**config.mk**
```make
export PLATFORM = sky130hd
export DESIGN_NAME = serv_pc_seq
export DESIGN_NICKNAME = d
export VERILOG_FILES = /design/src/rtl/serv_pc_seq_pkg.sv /design/src/rtl/serv_bitcnt.sv /design/src/rtl/serv_pc_seq.sv
export SDC_FILE = /design/constraint.sdc
export NUM_CORES = 1
export LEC_CHECK = 0
export ABC_CLOCK_PERIOD_IN_PS = 4300
export BUFFER_PORTS_ARGS = -buffer_cell sky130_fd_sc_hd__buf_2
export CORE_AREA = 8 8 45 47
export DETAILED_ROUTE_END_ITERATION = 16
export DIE_AREA = 0 0 53 55
export PLACE_DENSITY_LB_ADDON = 0.05
export SLEW_MARGIN = 20
export SYNTH_ARGS = -nofsm -noshare
export SYNTH_HDL_FRONTEND = slang
export SYNTH_SLANG_ARGS = --single-unit
export TNS_END_PERCENT = 5
```
**constraint.sdc**
```tcl
create_clock -name clk -period 4.3 [get_ports clk]
set_clock_uncertainty 0.1 [all_clocks]
set_input_delay 1.29 -clock clk [delete_from_list [all_inputs] [get_ports clk]]
set_output_delay 1.29 -clock clk [all_outputs]
set_load 0.03 [all_outputs]
```
**src/rtl/serv_pc_seq_pkg.sv**
```systemverilog
// Shared types and constants for the bit-serial PC sequencer.
//   state_e          : sequencer state (FETCH, DECODE, RUN, TRAP)
//   CNT_W            : bit-counter width
//   CNT_LAST         : last bit position of a 32-cycle pass
//   CNT_IMM_HI_START : first bit position of the 12..31 phase strobe
package serv_pc_seq_pkg;

  localparam int unsigned CNT_W            = 5;
  localparam int unsigned CNT_LAST         = 31;
  localparam int unsigned CNT_IMM_HI_START = 12;

  typedef enum logic [1:0] {
    FETCH  = 2'd0,
    DECODE = 2'd1,
    RUN    = 2'd2,
    TRAP   = 2'd3
  } state_e;

  // A state that shifts the PC (and clocks the bit counter).
  function automatic logic is_serial_pass(input state_e s);
    return (s == RUN) || (s == TRAP);
  endfunction

endpackage

```
**src/rtl/serv_bitcnt.sv**
```systemverilog
// 5-bit serial bit counter with phase-strobe decode.
// Ports:
//   clk, i_rst   : clock, asynchronous active-high reset
//   i_en         : count enable; strobes are forced low while disabled
//   o_cnt0/1/2   : phase strobes for bit 0, 1, 2
//   o_cnt12to31  : phase strobe for bits 12..31
//   o_cnt_done   : phase strobe for the last bit (31)
module serv_bitcnt
  import serv_pc_seq_pkg::*;
(
  input  logic clk,
  input  logic i_rst,
  input  logic i_en,
  output logic o_cnt0,
  output logic o_cnt1,
  output logic o_cnt2,
  output logic o_cnt12to31,
  output logic o_cnt_done
);

  logic [CNT_W-1:0] cnt_q;
  logic [CNT_W-1:0] cnt_d;

  // Increment while enabled; the 31 -> 0 wrap is the natural overflow.
  always_comb begin
    cnt_d = cnt_q;
    if (i_en) begin
      cnt_d = cnt_q + CNT_W'(1);
    end
  end

  always_ff @(posedge clk or posedge i_rst) begin
    if (i_rst) begin
      cnt_q <= '0;
    end else begin
      cnt_q <= cnt_d;
    end
  end

  // Gated by i_en so idle states never show a phase strobe at cnt==0.
  assign o_cnt0      = i_en && (cnt_q == CNT_W'(0));
  assign o_cnt1      = i_en && (cnt_q == CNT_W'(1));
  assign o_cnt2      = i_en && (cnt_q == CNT_W'(2));
  assign o_cnt12to31 = i_en && (cnt_q >= CNT_W'(CNT_IMM_HI_START));
  assign o_cnt_done  = i_en && (cnt_q == CNT_W'(CNT_LAST));

endmodule

```
**src/rtl/serv_pc_seq.sv**
```systemverilog
// Sequencer for the bit-serial PC datapath: fetch/decode/run/trap FSM,
// bit-counter phase strobes, instruction-bus request and misaligned-target
// trap scheduling.
// Parameters:
//   WITH_CSR        : 1 enables trap sequencing (misalign and IRQ)
//   WITH_COMPRESSED : 1 allows halfword-aligned targets (no bit1 check)
// Ports:
//   clk, i_rst      : clock, asynchronous active-high reset
//   i_ibus_ack      : instruction fetch complete (pulse, honoured in FETCH)
//   i_dec_valid     : decoded instruction available (sampled in DECODE)
//   i_jump          : current instruction redirects the PC
//   i_bad_pc        : serial jump-target bit from the PC datapath
//   i_irq           : masked level interrupt request
//   o_ibus_cyc      : instruction fetch request
//   o_pc_en         : PC shift enable
//   o_cnt0/1/2      : bit-counter phase strobes
//   o_cnt12to31     : bit-counter phase 12..31
//   o_cnt_done      : bit-counter phase 31
//   o_trap          : current pass loads the trap vector
//   o_misalign      : sticky cause flag for the last trap
module serv_pc_seq
  import serv_pc_seq_pkg::*;
#(
  parameter bit WITH_CSR        = 1'b1,
  parameter bit WITH_COMPRESSED = 1'b0
) (
  input  logic clk,
  input  logic i_rst,
  input  logic i_ibus_ack,
  input  logic i_dec_valid,
  input  logic i_jump,
  input  logic i_bad_pc,
  input  logic i_irq,
  output logic o_ibus_cyc,
  output logic o_pc_en,
  output logic o_cnt0,
  output logic o_cnt1,
  output logic o_cnt2,
  output logic o_cnt12to31,
  output logic o_cnt_done,
  output logic o_trap,
  output logic o_misalign
);

  // Bit1 of the target is only checked when traps exist and halfword
  // targets are illegal; bit0 is forced aligned by the datapath.
  localparam bit CHECK_MISALIGN = WITH_CSR && !WITH_COMPRESSED;

  state_e state_q;
  state_e state_d;
  logic   misalign_pend_q;
  logic   misalign_pend_d;
  logic   misalign_q;
  logic   misalign_d;
  logic   pass_en;

  assign pass_en = is_serial_pass(state_q);

  serv_bitcnt u_bitcnt (
    .clk         (clk),
    .i_rst       (i_rst),
    .i_en        (pass_en),
    .o_cnt0      (o_cnt0),
    .o_cnt1      (o_cnt1),
    .o_cnt2      (o_cnt2),
    .o_cnt12to31 (o_cnt12to31),
    .o_cnt_done  (o_cnt_done)
  );

  // Next-state and sticky-flag logic.
  always_comb begin
    state_d         = state_q;
    misalign_pend_d = misalign_pend_q;
    misalign_d      = misalign_q;

    unique case (state_q)
      FETCH: begin
        if (i_ibus_ack) begin
          state_d = DECODE;
        end
      end

      DECODE: begin
        // IRQ beats a valid decode; the instruction is dropped unexecuted.
        if (WITH_CSR && i_irq) begin
          state_d    = TRAP;
          misalign_d = 1'b0;
        end else if (i_dec_valid) begin
          state_d = RUN;
        end
      end

      RUN: begin
        if (CHECK_MISALIGN && i_jump && o_cnt1) begin
          misalign_pend_d = i_bad_pc;
        end
        if (o_cnt_done) begin
          if (misalign_pend_q) begin
            state_d         = TRAP;
            misalign_d      = 1'b1;
            misalign_pend_d = 1'b0;
          end else begin
            state_d = FETCH;
          end
        end
      end

      TRAP: begin
        if (o_cnt_done) begin
          state_d = FETCH;
        end
      end

      default: begin
        state_d = FETCH;
      end
    endcase
  end

  always_ff @(posedge clk or posedge i_rst) begin
    if (i_rst) begin
      state_q         <= FETCH;
      misalign_pend_q <= 1'b0;
      misalign_q      <= 1'b0;
    end else begin
      state_q         <= state_d;
      misalign_pend_q <= misalign_pend_d;
      misalign_q      <= misalign_d;
    end
  end

  // Request is held off while reset is asserted so it first appears on release.
  assign o_ibus_cyc = (state_q == FETCH) && !i_rst;
  assign o_pc_en    = pass_en;
  assign o_trap     = WITH_CSR && (state_q == TRAP);
  assign o_misalign = misalign_q;

endmodule
```
==> out/metrics.csv, run 1 <==
metric,value,unit
drive_gt1_share,36.11,%
cp_data_required_time,2.91,ns
clock_path_buffers,2,
drt_wl_total,1142,um
post-dp-hpwl,878.7,um
htree_levels,1,
die_w,53,um
cp.arrival,1.73,ns
postCtsHoldBufs,0,
tightestPinTransition,0.4456,ns
drt-vias-per-instance,5.011,
cp_max_fo,2,
fmax,320.3,MHz
period_needed,3.122,ns
p_seq_share,38.2,%
cts.sinks,9,
yosysUniqueCellTypes,26,
synth_top_cell_area_share,40.45,%
hp-class,flip-flop to flip-flop,
antenna_found_initial,0,
vdd_ir_drop_max,0.0002978,V
dr.first_iter.drc_count,4,
syn-num-nets,67,
cp-start-kind,primary input,
grt_overflow,0,
cts_tree,built,
slew_violations,0,
syn_area,556.8,um2
grtUsageTotal,8.526,%
nFillCells,144,
endpoint_kind,primary output,
power_frac_comb,49.0,%
routed-via-count,441,
yosys-top-cells-area,"dfrtp_1 40%, ha_1 11%, o21ai_0 4.5%",
dieArea,2915,um2
ant_nets,0,
ios,16,
final_core_util,48.37,%
final.setup.tns,0,ns
die_h,55,um
post_cts_buffers,0,
finalHoldViolations,0,
slew_headroom,70.30,%
outcome,"finished, final reports clean",
syn-mean-instance-area,10.12,um2
drt_first_pass_iters,3,
cts_resized,0,
critPathKind,primary input to primary output,
clkPwrFrac,12.7,%
post_drt_wl_per_cell,12.98,um
fin_crit_sh,72.61,%
clk_latency,0.26,ns
gp_routability_congestion,0.7574,
syn_to_final_growth,20.22,%
core-area,1384,um2
p_sw,0.2443,mW
switching_share,47.45,%
p_int,0.2705,mW
antenna_cells,0,
port_buffers,15,
cts_root_buf,clkbuf_4,
drv_cap,0,
cts.clk_slew.worst_paths,0.06,ns
ys_ff_latch,9,
yosysSeqAreaShare,40.45,%
leakage,0.3614,nW
num_rows,14,
cts_made_buffers,3,
setup_violations,0,
yosys_warnings,0,
grt_pass1_vias,413,
p_per_area,769.0,nW/um2
layout.nets,85,
grt_max_degree,16,
grt_pass1_wl,1773,um
netlist_instances,55,
grt_setup_unrepaired,no,
drc,0,
synth_top_area_cell,dfrtp_1,
initial_core_util,40.24,%
==> Yosys cell counts, drive strengths merged <==
| cell | instances |
|---|---|
| nor4b | 1 |
| clkbuf | 1 |
| xnor2 | 2 |
| o21ai | 5 |
| and2 | 6 |
| a41o | 1 |
| a31o | 1 |
| dfrtp | 9 |
| a221oi | 1 |
| xor2 | 1 |
| nand2b | 1 |
| nor3 | 1 |
| buf | 1 |
| nor2b | 1 |
| a21oi | 4 |
| nor2 | 1 |
| and3 | 1 |
| nand4 | 1 |
| a21o | 1 |
| ha | 5 |
| a41oi | 1 |
| nand2 | 2 |
| mux2 | 1 |
| inv | 6 |
==> cell usage in the layout (no fill, tap or decap) <==
| cell type | instances |
|---|---|
| nand4_1 | 1 |
| buf_2 | 15 |
| clkbuf_1 | 1 |
| a21oi_2 | 1 |
| a41oi_1 | 1 |
| nor3_1 | 1 |
| ha_1 | 5 |
| a31o_2 | 1 |
| nand2b_1 | 1 |
| xor2_1 | 1 |
| a41o_1 | 1 |
| mux2_2 | 1 |
| and3_2 | 1 |
| clkbuf_4 | 3 |
| and2_2 | 3 |
| o21ai_0 | 5 |
| dfrtp_1 | 9 |
| nor4b_4 | 1 |
| inv_1 | 6 |
| a21o_1 | 1 |
| xnor2_1 | 2 |
| a21oi_1 | 3 |
| nor2_1 | 1 |
| and2_1 | 3 |
| a221oi_1 | 1 |
| nand2_1 | 2 |
| nor2b_1 | 1 |
==> critical path, stage by stage <==
cell	delay (ns)
buf_2	0.10
nor3_1	0.11
buf_2	0.22
==> stage by stage <==
stage | hold slack, ns | cell area (um2) | std cells | setup WS [ns] | power (mW)
final | 0.4312 | 669.4 | 88 | 1.178 | 0.5148
after global routing | 0.4799 | 669.4 | 88 | 1.118 | 0.5590
after CTS | 0.4411 | 669.4 | 88 | 1.175 | 0.5260
after detailed placement | 0.4270 | 643.1 | 84 | 1.181 | 0.4556
after global placement | 0.4233 | 643.1 | 84 | 1.194 | 0.4527
after floorplan | 0.4117 | 556.8 | 55 | 0.9684 | 0.3884
==> final cells by class <==
cell class / count / area [um2] / share of cell area (%)
clock buffers: 4 / 26.28 / 3.925
inverters: 6 / 22.52 / 3.364
multi-input cells: 38 / 300.3 / 44.86
flip-flops and latches: 9 / 225.2 / 33.64
well taps: 16 / 20.02 / 2.991
repair buffers: 15 / 75.07 / 11.21
==> per-layer routing <==
layer	up-vias	routed length [um]	GRT usage [%]
met4	0	0	6.466
li1	221	-	-
met3	0	98	3.743
met1	212	496	8.050
met2	8	547	14.45
met5	-	0	0
==> kinds of logic (layout without fill, tap and decap cells) <==
group	count (synthesis)	after routing	share of synthesized area, %
AOI/OAI and AO/OA	14	14	16.63
xor gates and xnor gates	3	3	4.720
adders and majority gates	5	5	11.24
buffers and inverters	8	25	5.616
DFF	9	9	40.45
muxes	1	1	2.022
and+or+nand+nor	15	15	19.33
==> state kept, by name, summed over array words and instances, names as in the netlist <==
name             cells
u_bitcnt.cnt_q       5
state_q              2
misalign_pend_q      1
o_misalign           1
==> worst paths after layout <==
| check | startpoint | to | slack (ns) | cells past startpoint |
|---|---|---|---|---|
| max | i_rst | o_ibus_cyc | 1.18 | 3 |
| min | o_misalign | o_misalign | 0.43 | 2 |
| max reg2reg | u_bitcnt.cnt_q[0] | state_q[0] | 2.50 | 6 |
| min reg2reg | o_misalign | o_misalign | 0.43 | 2 |
| max in group asynchronous | i_rst | u_bitcnt.cnt_q[3] | 2.94 | 2 |
| min in group asynchronous | i_rst | misalign_pend_q | 0.90 | 2 |
==> power groups by stage <==
stage / combinational (mW) / clock [mW] / sequential (mW)
global route: 0.278 / 0.0753 / 0.205
CTS: 0.258 / 0.0691 / 0.199
finish: 0.252 / 0.0656 / 0.197
detailed placement: 0.255 / 0 / 0.200
global placement: 0.253 / 0 / 0.199
floorplan: 0.206 / 0 / 0.182
(Power assumes the default switching activity.)
==> inputs of run 2 (changes only) <==
- ABC_AREA: unset -> 1
- ABC_CLOCK_PERIOD_IN_PS: 4300 -> 2800
- CORE_AREA: 8 8 45 47 -> unset
- CORE_MARGIN: unset -> 8
- CORE_UTILIZATION: unset -> 44
- DIE_AREA: 0 0 53 55 -> unset
- clock period: 4.3 -> 2.8 ns (I/O delays scaled with it)
==> out/metrics.csv, run 2 <==
metric,value,unit
num_rows,13,
final_core_util,53.75,%
dr.first_iter.drc_count,10,
cts_made_buffers,3,
gp_routability_congestion,0.7157,
fin_ws,0.2566,ns
yosysMostFrequentCell,nand2_1,
fin_crit_sh,90.84,%
synthTopCellsByCount,"14 x nand2_1, 13 x nor2_1, 12 x inv_1",
top_register,u_bitcnt.cnt_q,
initial_core_util,46.54,%
cp_max_fo,5,
tightestPinTransition,0.5545,ns
netlist_instances,80,
antenna_cells,0,
antenna_found_initial,0,
postCtsHoldBufs,0,
cts_resized,0,
synth-compound-area-share,9.091,%
final_cells,111,
setup_violations,0,
leakage,0.4028,nW
syn-num-nets,92,
slew_headroom,63.03,%
drt_first_pass_iters,3,
synthSimpleGateAreaFrac,26.03,%
dp_cells,107,
synthFlopType,dfrtp_1,
crit_start,u_bitcnt.cnt_q[0],
cp-start-kind,flip-flop,
async_reset_ff_share,100.0,%
outcome,"finished, final reports clean",
port_buffers,15,
critPathKind,flip-flop to primary output,
p_per_area,1064,nW/um2
ys_ff_latch,9,
nFillCells,138,
ant_nets,0,
cts.clk_slew.worst_paths,0.06,ns
cts_root_buf,clkbuf_4,
synth_top_cell_area_share,37.19,%
endpoint_kind,primary output,
synthAdderAreaFrac,10.33,%
yosys-top-cells-area,"dfrtp_1 37%, ha_1 10%, nand2_1 8.7%",
htree_levels,1,
clock_path_buffers,2,
die_h,53.10,um
final_common_cell,buf_2,
routed-via-count,513,
synth_top_family_by_area,simple AND/OR/NAND/NOR gates,
r2r-start,u_bitcnt.cnt_q[0],
cts_tree,built,
syn_area,605.6,um2
drive_gt1_share,25.00,%
synthMuxAreaShare,0,%
post_drt_wl_per_cell,11.20,um
synth_top_area_cell,dfrtp_1,
core-area,1301,um2
syn-mean-instance-area,7.570,um2
layout.nets,109,
post-dp-hpwl,990.1,um
dieArea,2820,um2
vdd_ir_drop_max,0.0004226,V
ios,16,
largest_reg_flops,5,
fmax,393.2,MHz
drt-vias-per-instance,4.622,
cp.arrival,1.60,ns
die_w,53.10,um
clk_latency,0.26,ns
syn_to_final_growth,15.50,%
final_cell_mix,"15 x buf_2, 14 x nand2_1, 13 x nor2_1, 12 x inv_1, 9 x dfrtp_1",
grt_setup_unrepaired,no,
cts.sinks,9,
final.setup.tns,0,ns
hp-class,flip-flop to flip-flop,
hold_start,u_bitcnt.cnt_q[3],
synth_edf_count,0,
largestRegisters,"u_bitcnt.cnt_q x5, state_q x2",
grtUsageTotal,9.730,%
synthXorXnorAreaFrac,4.339,%
grt_max_degree,19,
drt_wl_total,1243,um
post_cts_buffers,0,
yosysSeqAreaShare,37.19,%
yosysUniqueCellTypes,20,
slew_violations,0,
place_ws,0.5337,ns
drc,0,
grt_pass1_wl,2049,um
grt_pass1_vias,489,
grt_overflow,0,
yosys_warnings,0,
drv_cap,0,
finalHoldViolations,0,
cp_data_required_time,1.86,ns
period_needed,2.543,ns
run 2: cell count changes in the layout (fill, tap and decap cells not counted), moves of 3 or more:
| cell | before | now |
|---|---|---|
| nand2_1 | 2 | 14 |
| inv_1 | 6 | 12 |
| nand3_1 | 0 | 4 |
| o21ai_0 | 5 | 2 |
| and2_2 | 3 | 0 |
| and2_1 | 3 | 0 |
| nor2_1 | 1 | 13 |
run 2: layout make-up:
type	instances	area (um2)	share of cell area (%)
flip-flops and latches	9	225.2	32.20
well taps	15	18.77	2.683
inverters	14	52.55	7.513
repair buffers	15	75.07	10.73
multi-input cells	54	301.5	43.11
clock buffers	4	26.28	3.757
run 2: through the flow:
stage | total power [mW] | hold slack (ns) | area [um2]
2_1_floorplan | 0.5893 | 0.3678 | 605.6
3_3_place_gp | 0.6454 | 0.3854 | 673.1
3_5_place_dp | 0.6488 | 0.3875 | 673.1
4_1_cts | 0.7569 | 0.4011 | 699.4
5_1_grt | 0.8187 | 0.4298 | 699.4
6_report | 0.7442 | 0.3941 | 699.4
run 2: routing by layer:
metal	vias to the layer above	wire length [um]	GRT usage, %
li1	280	-	-
met1	220	628	12.68
met2	11	508	12.89
met3	2	85	3.641
met4	0	21	6.303
met5	-	0	0
run 2: critical path, stage by stage (launching register included):
cell,delay (ns)
dfrtp_1,0.44
ha_1,0.20
inv_1,0.04
nor2_1,0.10
ha_1,0.20
nand2_1,0.08
inv_1,0.09
buf_2,0.19
run 2: path summary, 6_finish.rpt:
path / depth (start not counted) / endpoint / slack, ns
min in group asynchronous: 2 / u_bitcnt.cnt_q[3] / 0.44
worst max register to register: 9 / state_q[0] / 1.22
max in group asynchronous: 2 / misalign_pend_q / 1.91
worst min-delay path: 1 / u_bitcnt.cnt_q[3] / 0.39
worst max-delay path: 7 / o_cnt_done / 0.26
worst min register to register: 1 / u_bitcnt.cnt_q[3] / 0.39
run 2: cell families (layout without fill, tap and decap cells):
family,Yosys count,in the layout
AO/OA/AOI/OAI,9,9
XOR/XNOR,3,3
adder cells (fa/ha/maj),5,5
buffers and inverters,17,33
flip-flops,9,9
AND/OR/NAND/NOR,37,37
run 2: report_power, final:
group	internal [mW]	switching [mW]	leakage, nW	total (mW)
registers	0.184	0.0912	0.114	0.275
clock network	0.0550	0.0480	0.0150	0.103
logic	0.131	0.236	0.274	0.366
total	0.369	0.375	0.403	0.744
